### src/rtl/adder_pkg.sv
// adder_pkg: shared stage-count helper, saturation limit generators and per-stage control bundle
package adder_pkg;

    localparam int MAX_W = 1024;

    typedef struct packed {
        logic valid;
        logic sub;
        logic carry;
    } ctl_t;

    function automatic int stages(input int width, input int seg);
        return width / seg;
    endfunction

    function automatic logic [MAX_W-1:0] sat_neg(input int width);
        return MAX_W'(1) << (width - 1);
    endfunction

    function automatic logic [MAX_W-1:0] sat_pos(input int width);
        return sat_neg(width) - MAX_W'(1);
    endfunction

endpackage

### src/rtl/pipelined_adder_n_if.sv
// pipelined_adder_n_if: operand/result valid-ready bundle for pipelined_adder_n
interface pipelined_adder_n_if #(
    parameter int WIDTH = 32
);
    logic             in_valid;
    logic             in_ready;
    logic [WIDTH-1:0] A;
    logic [WIDTH-1:0] B;
    logic             Cin;
    logic             Sub;
    logic             out_valid;
    logic             out_ready;
    logic [WIDTH-1:0] S;
    logic             Cout;
    logic             Ovf;

    modport master (
        output in_valid, A, B, Cin, Sub, out_ready,
        input  in_ready, out_valid, S, Cout, Ovf
    );

    modport slave (
        input  in_valid, A, B, Cin, Sub, out_ready,
        output in_ready, out_valid, S, Cout, Ovf
    );
endinterface

### src/rtl/adder_seg.sv
// adder_seg: SEG-bit ripple segment chained from full_adder cells; also exposes the carry into its MSB
module adder_seg #(
    parameter int SEG = 8
) (
    input  logic [SEG-1:0] A,
    input  logic [SEG-1:0] B,
    input  logic           Cin,
    output logic [SEG-1:0] S,
    output logic           Cout,
    output logic           Cmsb
);
    logic [SEG:0] c;

    assign c[0] = Cin;

    for (genvar i = 0; i < SEG; i++) begin : g_bit
        full_adder u_fa (.a(A[i]), .b(B[i]), .ci(c[i]), .s(S[i]), .co(c[i+1]));
    end

    assign Cout = c[SEG];
    assign Cmsb = c[SEG-1];
endmodule

### src/rtl/full_adder.sv
// full_adder: 1-bit full-adder cell
module full_adder (
    input  logic a,
    input  logic b,
    input  logic ci,
    output logic s,
    output logic co
);
    assign s  = a ^ b ^ ci;
    assign co = (a & b) | (ci & (a ^ b));
endmodule

### src/rtl/pipelined_adder_n.sv
// pipelined_adder_n: WIDTH-bit add/subtract resolved SEG bits per pipeline stage; define ADDER_SAT_EN for signed saturation
module pipelined_adder_n
    import adder_pkg::*;
#(
    parameter int WIDTH = 32,
    parameter int SEG   = 8
) (
    input  logic              clk,
    input  logic              rst_n,
    pipelined_adder_n_if.slave io
);
    localparam int STAGES = stages(WIDTH, SEG);
    localparam int L      = STAGES - 1;

    if (SEG < 1 || (WIDTH % SEG) != 0) begin : g_bad_cfg
        $error("pipelined_adder_n: WIDTH must be a multiple of SEG");
    end

`ifdef ADDER_SAT_EN
    localparam logic [WIDTH-1:0] SAT_POS = WIDTH'(sat_pos(WIDTH));
    localparam logic [WIDTH-1:0] SAT_NEG = WIDTH'(sat_neg(WIDTH));
`endif

    // Row k holds a beat after segment k is resolved: full operands ride along (upper segments
    // still pending) and the result accumulates lower segments until it leaves aligned.
    ctl_t             ctl_q [STAGES];
    ctl_t             ctl_d [STAGES];
    logic [WIDTH-1:0] a_q   [STAGES];
    logic [WIDTH-1:0] a_d   [STAGES];
    logic [WIDTH-1:0] b_q   [STAGES];
    logic [WIDTH-1:0] b_d   [STAGES];
    logic [WIDTH-1:0] s_q   [STAGES];
    logic [WIDTH-1:0] s_d   [STAGES];
    logic             ovf_q, ovf_d;

    logic [STAGES-1:0]            ld, v_in, sub_in, c_in;
    logic [STAGES-1:0][WIDTH-1:0] a_in, b_in, s_in;
    logic [SEG-1:0]               seg_s  [STAGES];
    logic                         seg_co [STAGES];
    logic                         seg_cm [STAGES];
    logic                         nxt;

    for (genvar k = 0; k < STAGES; k++) begin : g_stage
        if (k == 0) begin : g_head
            assign v_in[k]   = io.in_valid;
            assign a_in[k]   = io.A;
            assign b_in[k]   = io.Sub ? ~io.B : io.B;
            assign c_in[k]   = io.Sub ^ io.Cin;
            assign sub_in[k] = io.Sub;
            assign s_in[k]   = '0;
        end else begin : g_body
            assign v_in[k]   = ctl_q[k-1].valid;
            assign a_in[k]   = a_q[k-1];
            assign b_in[k]   = b_q[k-1];
            assign c_in[k]   = ctl_q[k-1].carry;
            assign sub_in[k] = ctl_q[k-1].sub;
            assign s_in[k]   = s_q[k-1];
        end
        adder_seg #(.SEG(SEG)) u_seg (
            .A    (a_in[k][k*SEG +: SEG]),
            .B    (b_in[k][k*SEG +: SEG]),
            .Cin  (c_in[k]),
            .S    (seg_s[k]),
            .Cout (seg_co[k]),
            .Cmsb (seg_cm[k])
        );
    end

    // Global stall chain from the output back, then per-row load of the resolved segment
    always_comb begin
        nxt = io.out_ready;
        for (int k = L; k >= 0; k--) begin
            ld[k] = !ctl_q[k].valid | nxt;
            nxt   = ld[k];
        end
        for (int k = 0; k < STAGES; k++) begin
            ctl_d[k].valid = ld[k] ? v_in[k] : ctl_q[k].valid;
            ctl_d[k].sub   = (ld[k] & v_in[k]) ? sub_in[k] : ctl_q[k].sub;
            ctl_d[k].carry = (ld[k] & v_in[k]) ? seg_co[k] : ctl_q[k].carry;
            a_d[k]         = (ld[k] & v_in[k]) ? a_in[k] : a_q[k];
            b_d[k]         = (ld[k] & v_in[k]) ? b_in[k] : b_q[k];
            s_d[k]         = (ld[k] & v_in[k]) ? s_in[k] : s_q[k];
            if (ld[k] & v_in[k]) s_d[k][k*SEG +: SEG] = seg_s[k];
        end
        ovf_d = (ld[L] & v_in[L]) ? (seg_cm[L] ^ seg_co[L]) : ovf_q;
`ifdef ADDER_SAT_EN
        if (ld[L] & v_in[L] & ovf_d) s_d[L] = a_in[L][WIDTH-1] ? SAT_NEG : SAT_POS;
`endif
    end

    // Pipeline rows; reset drops every in-flight beat and zeroes the presented result
    always_ff @(posedge clk or negedge rst_n) begin
        if (!rst_n) begin
            for (int k = 0; k < STAGES; k++) begin
                ctl_q[k] <= '0;
                a_q[k]   <= '0;
                b_q[k]   <= '0;
                s_q[k]   <= '0;
            end
            ovf_q <= 1'b0;
        end else begin
            ctl_q <= ctl_d;
            a_q   <= a_d;
            b_q   <= b_d;
            s_q   <= s_d;
            ovf_q <= ovf_d;
        end
    end

    assign io.in_ready  = ld[0];
    assign io.out_valid = ctl_q[L].valid;
    assign io.S         = s_q[L];
    assign io.Cout      = ctl_q[L].carry;
    assign io.Ovf       = ovf_q;
endmodule

### src/flat_wrapper.sv
// flat-port wrapper written by rule: the top's interface ports become plain ports
module pipelined_adder_n_flat import adder_pkg::*;
#(
    parameter int WIDTH = 32,
    parameter int SEG   = 8
)
  (clk, rst_n, io_in_valid, io_A, io_B, io_Cin, io_Sub, io_out_ready, io_in_ready, io_out_valid, io_S, io_Cout, io_Ovf);
  pipelined_adder_n_if #(.WIDTH(WIDTH)) io_i ();
  input  logic clk;
  input  logic rst_n;
  input wire logic [$bits(io_i.in_valid)-1:0] io_in_valid;
  input wire logic [$bits(io_i.A)-1:0] io_A;
  input wire logic [$bits(io_i.B)-1:0] io_B;
  input wire logic [$bits(io_i.Cin)-1:0] io_Cin;
  input wire logic [$bits(io_i.Sub)-1:0] io_Sub;
  input wire logic [$bits(io_i.out_ready)-1:0] io_out_ready;
  output wire logic [$bits(io_i.in_ready)-1:0] io_in_ready;
  output wire logic [$bits(io_i.out_valid)-1:0] io_out_valid;
  output wire logic [$bits(io_i.S)-1:0] io_S;
  output wire logic [$bits(io_i.Cout)-1:0] io_Cout;
  output wire logic [$bits(io_i.Ovf)-1:0] io_Ovf;
  assign io_i.in_valid = io_in_valid;
  assign io_i.A = io_A;
  assign io_i.B = io_B;
  assign io_i.Cin = io_Cin;
  assign io_i.Sub = io_Sub;
  assign io_i.out_ready = io_out_ready;
  assign io_in_ready = io_i.in_ready;
  assign io_out_valid = io_i.out_valid;
  assign io_S = io_i.S;
  assign io_Cout = io_i.Cout;
  assign io_Ovf = io_i.Ovf;
  pipelined_adder_n #(.WIDTH(WIDTH), .SEG(SEG)) u_core (.clk(clk), .rst_n(rst_n), .io(io_i));
endmodule
### config.mk
export PLATFORM = sky130hd
export DESIGN_NAME = pipelined_adder_n_flat
export DESIGN_NICKNAME = d
export VERILOG_FILES = /design/src/rtl/adder_pkg.sv /design/src/rtl/pipelined_adder_n_if.sv /design/src/rtl/adder_seg.sv /design/src/rtl/full_adder.sv /design/src/rtl/pipelined_adder_n.sv /design/src/flat_wrapper.sv
export SDC_FILE = /design/constraint.sdc
export NUM_CORES = 1
export LEC_CHECK = 0
export ABC_AREA = 1
export CORE_AREA = 8 8 118 141
export CTS_CLUSTER_DIAMETER = 200
export DETAILED_ROUTE_END_ITERATION = 12
export DIE_AREA = 0 0 126 149
export PLACE_DENSITY = 0.87
export SKIP_LAST_GASP = 1
export SLEW_MARGIN = 10
export SYNTH_ARGS = -nofsm -noshare
export SYNTH_HDL_FRONTEND = slang
export SYNTH_SLANG_ARGS = --single-unit
### constraint.sdc
create_clock -name clk -period 8.2 [get_ports clk]
set_input_delay 1.64 -clock clk [delete_from_list [all_inputs] [get_ports clk]]
set_output_delay 1.64 -clock clk [all_outputs]
set_load 0.01 [all_outputs]
* Word-level counts from Yosys, hierarchy flattened
Index checks and enable logic that the tools add are counted.
** Operators by class
- Mux-type cells :: 5
- Bitwise gates (word level) :: 171
- Reductions and logical operators :: 4
** Operators with widths (count)
- bitwise AND 1 bit :: 68
- XOR 1 bit :: 66
- bitwise OR 1 bit :: 36
- 2-to-1 mux 32 bit :: 1
- 2-to-1 mux 8 bit :: 4
- NOT 32 bit :: 1
- logical NOT 1 bit :: 4
** Storage, ports and cells
- Bits in registers :: 281

* Longest topological paths before layout
Gate-level depths: netlist of run 1.
- Depth in word-level cells :: 19
- Gate-level depth with buffers :: 14
- Mapped depth without buffers :: 13

* Cells and area by module
A second synthesis of run 1 with hierarchy kept.
** Second synthesis, totals
- Cell total of the unflattened synthesis :: 878
- Area total of the unflattened synthesis :: 8274.2 um^2
** Modules (own cells, without submodules)
- pipelined_adder_n :: instances 1, cells an instance 846, area an instance 7633.6 um^2
- full_adder :: instances 32, cells an instance 1, area an instance 20.0 um^2

* Least setup slack after synthesis of run 1
No wires, ideal clock.
- Kind :: input port to flip-flop
- Start :: input port io_Sub
- End :: register u_core.s_q, in the netlist u_core.s_in[39]
- Arrival time :: 5.421 ns
- Required time :: 8.083 ns
- Path slack :: 2.662 ns
- Stages :: 14
- Buffers on the path :: 2
- Path through :: buf_2 buf_2 xnor2_1 fa_1 fa_1 fa_1 fa_1 fa_1 fa_1 fa_1 inv_1 fa_1 nand3_1 nand2_1
** Between the ends
- Word-level cells in the longest chain between the ends :: 18
** Ends and longest elaborated chain
- from (decl) :: line flat_wrapper.sv:15 : input wire logic [$bits(io_i.Sub)-1:0] io_Sub;
- 2-to-1 mux 32 bit :: line pipelined_adder_n.sv:47 : assign b_in[k] = io.Sub ? ~io.B : io.B;
- XOR 1 bit :: line full_adder.sv:10 : assign co = (a & b) | (ci & (a ^ b));
- bitwise AND 1 bit :: line full_adder.sv:10
- bitwise OR 1 bit :: line full_adder.sv:10
- bitwise AND 1 bit :: line full_adder.sv:10
- bitwise OR 1 bit :: line full_adder.sv:10
- bitwise AND 1 bit :: line full_adder.sv:10
- bitwise OR 1 bit :: line full_adder.sv:10
- [3 not listed]
- bitwise OR 1 bit :: line full_adder.sv:10
- bitwise AND 1 bit :: line full_adder.sv:10
- bitwise OR 1 bit :: line full_adder.sv:10
- bitwise AND 1 bit :: line full_adder.sv:10
- bitwise OR 1 bit :: line full_adder.sv:10
- XOR 1 bit * :: line full_adder.sv:9 : assign s = a ^ b ^ ci;
- net u_core.g_stage[0].u_seg.g_bit[7].u_fa.s :: line full_adder.sv:6 : output logic s,
- 2-to-1 mux 8 bit * :: line pipelined_adder_n.sv:83 : if (ld[k] & v_in[k]) s_d[k][k*SEG +: SEG] = seg_s[k];
- to (signal, indexed assignment) :: line pipelined_adder_n.sv:98 : s_q[k] <= '0;
- to (signal assigned) :: line pipelined_adder_n.sv:105 : s_q <= s_d;
- to (decl) :: line pipelined_adder_n.sv:32 : logic [WIDTH-1:0] s_q [STAGES];
Mark *: on every way through the listed nets, which the timed path passes. The rest lies on a longest branch. The select of a mux whose other input is x is not followed.
A chain may end at the register's enable or synchronous reset.

* Worst setup path in the final report of run 1
- Start :: input port io_out_ready
- End :: output port io_in_ready
** Between the ends
- Word-level cells in the longest chain between the ends :: 4
** Ends and longest elaborated chain
- from (decl) :: line flat_wrapper.sv:16 : input wire logic [$bits(io_i.out_ready)-1:0] io_out_ready;
- bitwise OR 1 bit (4 in a row) :: line pipelined_adder_n.sv:73 : ld[k] = !ctl_q[k].valid | nxt;
- to (decl) :: line flat_wrapper.sv:17 : output wire logic [$bits(io_i.in_ready)-1:0] io_in_ready;
Every way passes these cells.

==> results_dict.tcl, run 1 <==
set metrics [dict create \
    yosysSeqAreaShare_pct 55.0 \
    finClkSkew_ps 10.2 \
    drv_cap 0 \
    cts_tree "yes" \
    p_switching_mw 1.21 \
    crit_fanout 60 \
    grt.total_usage_pct 20.3 \
    via_per_inst 5.40 \
    numCtsBuffers 17 \
    num_vias 6164 \
    grt_max_degree 96 \
    synth_cells 903 \
    intPower_mw 2.23 \
    finalCritPeriodShare_pct 65.8 \
    overflow 0 \
    postCtsHoldBufs 0 \
    cts_setup_buffers 0 \
    initialDrtViolationCount 679 \
    switching_share_pct 35.2 \
    die-area_mm2 0.0188 \
    io_pins 106 \
    synth_area_leaders "dfrtp_1, nand2_1, nand3_1, fa_1, buf_4" \
    drc 0 \
    p_per_area_mw_per_mm2 347 \
    layout-drive-gt1-share_pct 4.55 \
    post-dp-hpwl_um 11500 \
    ys_seq_elements 185 \
    ant_nets 0 \
    drv_slew 0 \
    vdd_drop_max_mv 0.166 \
    setup_viol 0 \
    clk_pin_slew_ps 60 \
    tns_ps 0 \
    postSynthNetCount 1005 \
    power.share.clock_pct 25.0 \
    seqPwrFrac_pct 42.7 \
    hold_viol 0 \
    dr.pass1.iters 5 \
    max_freq_mhz 185 \
    grt_pass1_vias 6130 \
    cts_root_buf "clkbuf_16" \
    rsz0062_at_grt "no" \
    yosysTopAreaCell "dfrtp_1" \
    ys_async_sr_fraction_pct 100 \
    worstSetupStartpointType "input port" \
    placed_cell_area_mm2 0.00926 \
    crit_arrival_ps 3750 \
    synthDistinctLibCells 20 \
    synth_top_area_share_pct 55.0 \
    hp-class "flop to flop" \
    htreeDepth 4 \
    core_mm2 0.0143 \
    outcome "complete, no violations" \
    start_util_pct 58.9 \
    antenna_found_initial 0 \
    p_leak_nw 5.06 \
    nFillCells 1048 \
    crit_type "input port to primary output" \
    regToRegSetupSlack_ps 3930 \
    ff_latch_area_mm2 0.00463 \
    die_h_um 149 \
    slew_headroom_pct 29.1 \
    worstSetupEndpointType "primary output" \
    tightest_slew_ps 1060 \
    cts_buffer_depth 2 \
    rows 48 \
    wl_per_cell_um 16.2 \
    grt_pass1_wl_um 30700 \
    synthFlopType "dfrtp_1" \
    min_period_ps 5390 \
    clkSinkCount 185 \
    netlist_area_mm2 0.00842 \
    io_buffers 105 \
    synth-edff-count 0 \
    worstPathRequired_ps 6560 \
    synth.avg_cell_area_um2 9.32 \
    yosysWarnings 0 \
    insertion_delay_ps 430 \
    design_area_mm2 0.00990 \
    chipWidth_um 126 \
    power_frac_comb_pct 32.3 \
    multiInputGateArea_mm2 0.00315 \
    cts_resized 0 \
    drt_wl_total_um 18500 \
    layout.nets 1056 \
    antenna_cells 0 \
    routabilityCongestion 0.809 \
    syn2layout_area_growth_pct 17.6 \
]
==> stage by stage <==
| step | hold WS, ps | utilization [%] | setup slack (ps) | total power, mW | std cells |
|---|---|---|---|---|---|
| global placement | 454 | 64.7 | 2550 | 2.48 | 1109 |
| floorplan | 442 | - | 2660 | 2.21 | 903 |
| global route | 490 | 69.3 | 2700 | 3.67 | 1141 |
| detailed placement | 457 | 64.7 | 2440 | 2.55 | 1109 |
| finish | 470 | 69.3 | 2810 | 3.44 | 1141 |
| CTS | 475 | 69.1 | 2830 | 3.45 | 1140 |
==> cells in the final DEF (no fill, tap or decap), types with 2 or more instances in the layout <==
| cell | n |
|---|---|
| clkinvlp_4 | 3 |
| xnor2_1 | 8 |
| nor2_4 | 2 |
| clkdlybuf4s50_1 | 102 |
| xor2_1 | 26 |
| buf_4 | 5 |
| nand2_1 | 351 |
| o21ai_0 | 17 |
| fa_1 | 32 |
| inv_1 | 45 |
| clkbuf_16 | 17 |
| dfrtp_1 | 185 |
| nor2_1 | 11 |
| bufinv_16 | 4 |
| a21oi_1 | 11 |
| clkinv_2 | 2 |
| nand3_1 | 131 |
| clkbuf_1 | 2 |
| nand2_2 | 2 |
| buf_2 | 2 |
==> layout make-up <==
type	count	share of cell area, %
flip-flops and latches	185	46.8
multi-input cells	593	31.9
repair buffers	111	11.2
clock buffers	20	4.51
well taps	175	2.21
inverters	46	1.74
clock inverters	11	1.72
==> state kept, by name (all words and copies together), names as in the netlist <==
signal,count
u_core.a_in,48
u_core.b_in,48
u_core.io.S,32
u_core.io.out_valid,1
u_core.io.Ovf,1
u_core.io.Cout,1
u_core.ctl_q,3
u_core.s_in,48
u_core.c_in,3
==> per-layer routing <==
layer	up-vias	wire length [µm]	GRT usage (%)
li1	2886	-	-
met1	3014	7930	26.2
met2	233	9220	33.8
met3	31	1030	4.47
met4	0	362	6.39
met5	-	0	0
==> cells in the mapped netlist (2+ instances only) <==
cell and instances:
nand3_1 131, buf_2 30, buf_1 9, xor2_1 26
nand2_2 2, fa_1 32, buf_4 32, xnor2_1 8
clkbuf_1 7, nor2_1 11, nand2_1 351, a21oi_1 11
nor2_4 2, inv_1 45, dfrtp_1 185, o21ai_0 17
==> kinds of logic after synthesis <==
kind of cell	synth area share [%]
adders and majority gates	7.61
buffers and inverters	7.54
AOI/OAI and AO/OA	1.72
and+or+nand+nor	24.6
xor gates and xnor gates	3.54
DFF	55.0
==> worst max-delay path, stage by stage <==
cell and delay [ps]:
clkdlybuf4s50_1 460, nor2_4 240, nand4_4 680, clkdlybuf4s50_1 720
==> power by group through the flow <==
stage / Clock (mW) / Combinational (mW) / Sequential, mW
after floorplan: 0 / 0.793 / 1.42
after global placement: 0 / 1.04 / 1.44
after detailed placement: 0 / 1.09 / 1.46
after CTS: 0.866 / 1.12 / 1.46
after global routing: 0.905 / 1.26 / 1.50
final: 0.859 / 1.11 / 1.47
==> path summary, 6_finish.rpt <==
check / startpoint / endpoint / cells past startpoint
worst min-delay path: u_core.io.S[10] / u_core.io.S[10] / 2
worst max-delay path: io_out_ready / io_in_ready / 4
worst max register to register: u_core.c_in[2] / u_core.s_in[119] / 12
worst min register to register: u_core.io.S[10] / u_core.io.S[10] / 2
max in group asynchronous: rst_n / u_core.io.S[19] / 3
min in group asynchronous: rst_n / u_core.b_in[41] / 1
Power figures use the tool's default switching activity.
==> run 2, diff against run 1 <==
Settings changed: CORE_AREA 8 8 118 141 to 8 8 121 146, DIE_AREA 0 0 126 149 to 0 0 129 154, PLACE_DENSITY 0.87 to 0.82.
Clock period 8.2 ns to 5.64 ns, I/O delays scaled along.
==> run 2 against run 1 <==
  * Routed wire length decreased by 10%
  * Die area increased by 5.8%
  * Total power increased by 41%
  * Via count decreased by 3.7%
  * First-iteration DRC count decreased by 26%
  * Global-route usage decreased by 2.5 points
  * Core utilization decreased by 4.8 points
  * Non-clock buffer count increased by 1
  * Critical endpoint is now u_core.s_in[39]
==> results_dict.tcl, run 2 (same netlist as run 1, synthesis figures left out) <==
set metrics [dict create \
    slew_headroom_pct 29.6 \
    wl_met1_um 7790 \
    hold_viol 0 \
    rows 50 \
    tns_ps 0 \
    cpLargestDelayFamily "adder cells" \
    overflow 0 \
    hp-class "flop to flop" \
    cts_setup_buffers 0 \
    numCtsBuffers 17 \
    dr_wl_met2_um 7950 \
    fin_cells 1175 \
    chipWidth_um 129 \
    postCtsHoldBufs 0 \
    final_common_cell "nand2_1" \
    syn2layout_area_growth_pct 17.3 \
    cp_common_cell "fa_1" \
    post-dp-hpwl_um 11400 \
    drv_cap 0 \
    antenna_found_initial 0 \
    cpPeakStageDelay_ps 420 \
    crit_type "input port to flop" \
    finalCritPeriodShare_pct 85.0 \
    clk_pin_slew_ps 60 \
    cts_root_buf "clkbuf_16" \
    crit_arrival_ps 5090 \
    io_buffers 105 \
    p_per_area_mw_per_mm2 489 \
    io_pins 106 \
    core_mm2 0.0153 \
    setup_viol 0 \
    layout-drive-gt1-share_pct 4.65 \
    die_h_um 154 \
    vdd_drop_max_mv 0.229 \
    grt.total_usage_pct 17.8 \
    grt_pass1_vias 5921 \
    worstSetupEndpointType "flop" \
    worstPathRequired_ps 5940 \
    finClkSkew_ps 10.2 \
    grt_pass1_wl_um 28600 \
    crit_fanout 1 \
    antenna_cells 0 \
    initialDrtViolationCount 500 \
    p_leak_nw 5.03 \
    cts_buffer_depth 2 \
    tightest_slew_ps 1050 \
    cts_tree "yes" \
    clkSinkCount 185 \
    layout.nets 1057 \
    drt_wl_total_um 16700 \
    start_util_pct 54.9 \
    cts_resized 0 \
    drv_slew 0 \
    worstSetupStartpointType "input port" \
    crit_buf_inv 2 \
    routabilityCongestion 0.806 \
    grt_max_degree 102 \
    ant_nets 0 \
    insertion_delay_ps 420 \
    nFillCells 1199 \
    min_period_ps 4790 \
    wl_met3_um 731 \
    dr.max_layer_used "met4" \
    wl_per_cell_um 14.2 \
    layout_common_cells "nand2_1, dfrtp_1, nand3_1" \
    drc 0 \
    critPathSlowestCell "fa_1" \
    num_vias 5935 \
    rsz0062_at_grt "no" \
    die-area_mm2 0.0199 \
    max_freq_mhz 209 \
    dr.pass1.iters 5 \
    via_per_inst 5.05 \
    path_cells "clkdlybuf4s50_1, xnor2_1, fa_1, fa_1, fa_1, fa_1, fa_1, fa_1, fa_1, inv_1, fa_1, nand3_1, nand2_1" \
    htreeDepth 4 \
    dp_cells 1144 \
    outcome "complete, no violations" \
]
==> run 2: changes by cell type in the layout (fill, tap and decap cells not counted), sizes merged <==
cell | before | now
buf | 9 | 10
bufinv | 4 | 1
clkinvlp | 3 | 4
clkbuf | 20 | 22
==> run 2: per-layer routing <==
| layer | up-vias | GRT usage (%) |
|---|---|---|
| li1 | 2895 | - |
| met4 | 0 | 5.27 |
| met2 | 147 | 28.1 |
| met5 | - | 0 |
| met1 | 2880 | 24.2 |
| met3 | 13 | 3.98 |
==> run 2: through the flow <==
stage / hold slack [ps] / util (%) / setup WS, ps / instance area, µm² / power, mW
4_1_cts: 474 / 64.4 / 856 / 9880 / 4.87
6_report: 467 / 64.4 / 847 / 9880 / 4.83
5_1_grt: 484 / 64.4 / 681 / 9880 / 5.19
3_3_place_gp: 454 / 60.8 / 500 / 9310 / 3.65
2_1_floorplan: 442 / - / 614 / 8420 / 3.21
3_5_place_dp: 458 / 60.8 / 429 / 9310 / 3.73
==> run 2: cell type report <==
| cell class | count | area (µm²) | area share, % |
|---|---|---|---|
| inverter | 46 | 173 | 1.75 |
| tap | 208 | 260 | 2.63 |
| timing repair buffer | 112 | 1090 | 11.1 |
| clock inverter | 9 | 91.3 | 0.925 |
| multi-input combinational | 593 | 3150 | 31.9 |
| sequential | 185 | 4630 | 46.9 |
| clock buffer | 22 | 474 | 4.80 |
==> run 2: path summary, 6_finish.rpt <==
check,from,endpoint,slack (ps),cells past startpoint
max in group asynchronous,rst_n,u_core.io.S[12],3710,2
min,u_core.io.S[5],u_core.io.S[5],470,2
min in group asynchronous,rst_n,u_core.b_in[41],810,1
min reg2reg,u_core.io.S[5],u_core.io.S[5],470,2
max,io_B[0],u_core.s_in[39],850,13
max reg2reg,u_core.b_in[80],u_core.s_in[119],1400,12
==> run 2: where the power goes <==
group	internal [mW]	switching [mW]
clock	0.644	0.483
combinational	0.682	0.905
sequential	1.81	0.305
total	3.14	1.69
==> run 2: worst register-to-register path: stages (launching register included) <==
cell and delay (ps):
dfrtp_1 390, inv_1 80, fa_1 190, inv_1 60, fa_1 470, fa_1 480, fa_1 460, fa_1 470
fa_1 480, fa_1 440, inv_1 90, fa_1 400, o21ai_1 150
==> run 3, diff against run 2 <==
Clock period 5.64 ns to 4.6 ns, I/O delays scaled along.
==> run 3 against run 2 <==
  * Clock power is 40% higher
  * Core utilization is 0.76 points higher
  * Register-to-register slack worse by 1100 ps
  * Setup slack worse by 640 ps
  * Via count is 0.57% higher
  * Flip-flop and latch count stayed put
  * Non-clock buffer count is 1 higher
  * Design area is 1.2% higher
  * Combinational power is 24% higher
  * Largest cell class unchanged
  * Die area stayed put
  * Global-route usage is 0.54 points higher
  * Sequential power is 23% higher
==> results_dict.tcl, run 3 (same netlist as run 1, synthesis figures left out) <==
set metrics [dict create \
    outcome "complete, no violations" \
    rows 50 \
    num_vias 5969 \
    htreeDepth 4 \
    crit_buf_inv 2 \
    power.share.clock_pct 25.7 \
    clkSinkCount 185 \
    switching_share_pct 34.2 \
    grt_max_degree 122 \
    crit_fanout 1 \
    setup_viol 0 \
    rsz0062_at_grt "no" \
    finalWorstSetupSlack_ps 208 \
    critPathSlowestCell "clkdlybuf4s50_1" \
    fin_cells 1177 \
    syn2layout_area_growth_pct 18.7 \
    drt_wl_total_um 17400 \
    chipWidth_um 129 \
    grt_pass1_wl_um 29400 \
    cpPeakStageDelay_ps 420 \
    nFillCells 1202 \
    postCtsHoldBufs 0 \
    drv_slew 0 \
    final_common_cell "nand2_1" \
    min_period_ps 4390 \
    cts_root_buf "clkbuf_16" \
    slew_headroom_pct 27.8 \
    overflow 0 \
    layout-drive-gt1-share_pct 5.26 \
    start_util_pct 54.9 \
    drv_cap 0 \
    layout_common_cells "nand2_1, dfrtp_1, nand3_1" \
    core_mm2 0.0153 \
    hp-class "flop to flop" \
    wl_per_cell_um 14.8 \
    crit_arrival_ps 4680 \
    cpLargestDelayFamily "adder cells" \
    crit_type "input port to flop" \
    worstSetupEndpointType "flop" \
    die-area_mm2 0.0199 \
    numCtsBuffers 17 \
    dr.pass1.iters 8 \
    layout.nets 1058 \
    die_h_um 154 \
    ant_nets 0 \
    p_per_area_mw_per_mm2 617 \
    grt.total_usage_pct 18.4 \
    cts_buffer_depth 2 \
    post-dp-hpwl_um 11400 \
    power_frac_comb_pct 31.9 \
    via_per_inst 5.07 \
    finClkSkew_ps 9.65 \
    p_switching_mw 2.11 \
    grt_pass1_vias 6011 \
    dp_cells 1145 \
    routabilityCongestion 0.775 \
    antenna_found_initial 0 \
    insertion_delay_ps 420 \
    path_cells "clkdlybuf4s50_1, xnor2_1, fa_1, fa_1, fa_2, fa_2, fa_2, fa_2, fa_1, inv_1, fa_1, nand3_1, nand2_1" \
    cts_setup_buffers 0 \
    cts_resized 0 \
    dpl_worst_slack_ps -235 \
    clk_pin_slew_ps 60 \
    vdd_drop_max_mv 0.285 \
    finalCritPeriodShare_pct 95.5 \
    intPower_mw 4.06 \
    max_freq_mhz 228 \
    drc 0 \
    initialDrtViolationCount 470 \
    tightest_slew_ps 1080 \
    worstPathRequired_ps 4890 \
    io_pins 106 \
    io_buffers 105 \
    hold_viol 0 \
    seqPwrFrac_pct 42.4 \
    p_leak_nw 5.08 \
    cts_tree "yes" \
    antenna_cells 0 \
    worstSetupStartpointType "input port" \
]
-- run 3: path summary, 6_finish.rpt --
path	start	endpoint	slack (ps)	cells past startpoint
max in group asynchronous	rst_n	u_core.a_in[86]	2990	2
worst max-delay path	io_B[0]	u_core.s_in[39]	210	13
worst max register to register	u_core.c_in[3]	u_core.io.Ovf	310	13
worst min register to register	u_core.io.S[0]	u_core.io.S[0]	470	2
worst min-delay path	u_core.io.S[0]	u_core.io.S[0]	470	2
min in group asynchronous	rst_n	u_core.io.S[4]	670	1
-- run 3: final cells by class --
type                       instances  area, µm²  area share, %
sequential                       185       4630           46.3
multi-input combinational        593       3160           31.7
timing repair buffer             113       1110           11.2
clock buffer                      21        460           4.61
tap                              208        260           2.60
clock inverter                    11        191           1.92
inverter                          46        173           1.73
-- run 3: power by group through the flow --
stage / Combinational (mW) / Clock [mW] / Sequential (mW)
2_1_floorplan: 1.42 / 0 / 2.52
3_3_place_gp: 1.86 / 0 / 2.59
3_5_place_dp: 1.93 / 0 / 2.62
4_1_cts: 2.00 / 1.60 / 2.61
5_1_grt: 2.23 / 1.67 / 2.67
6_report: 1.97 / 1.58 / 2.61
-- run 3: worst min-delay path, cell delays in order (launching register included) --
cell and delay, ps:
dfrtp_1 340, nand2_1 50, nand2_1 50
-- run 3: per-layer routing --
metal | part of all wire, % | track usage [%] | vias to the layer above
li1 | - | - | 2896
met1 | 44 | 24.1 | 2898
met2 | 50 | 29.7 | 162
met3 | 4.7 | 3.88 | 13
met4 | 1.4 | 6.00 | 0
met5 | 0 | 0 | -
-- run 3: metrics by stage --
| step | util (%) | power (mW) | hold slack, ps | instance area, µm² | TNS [ps] |
|---|---|---|---|---|---|
| finish | 65.2 | 6.16 | 472 | 9990 | 0 |
| global route | 65.2 | 6.58 | 486 | 9990 | 0 |
| CTS | 65.2 | 6.20 | 476 | 9990 | 0 |
| detailed placement | 60.9 | 4.55 | 459 | 9340 | -235 |
| global placement | 60.9 | 4.45 | 453 | 9340 | -154 |
| floorplan | - | 3.94 | 442 | 8430 | 0 |
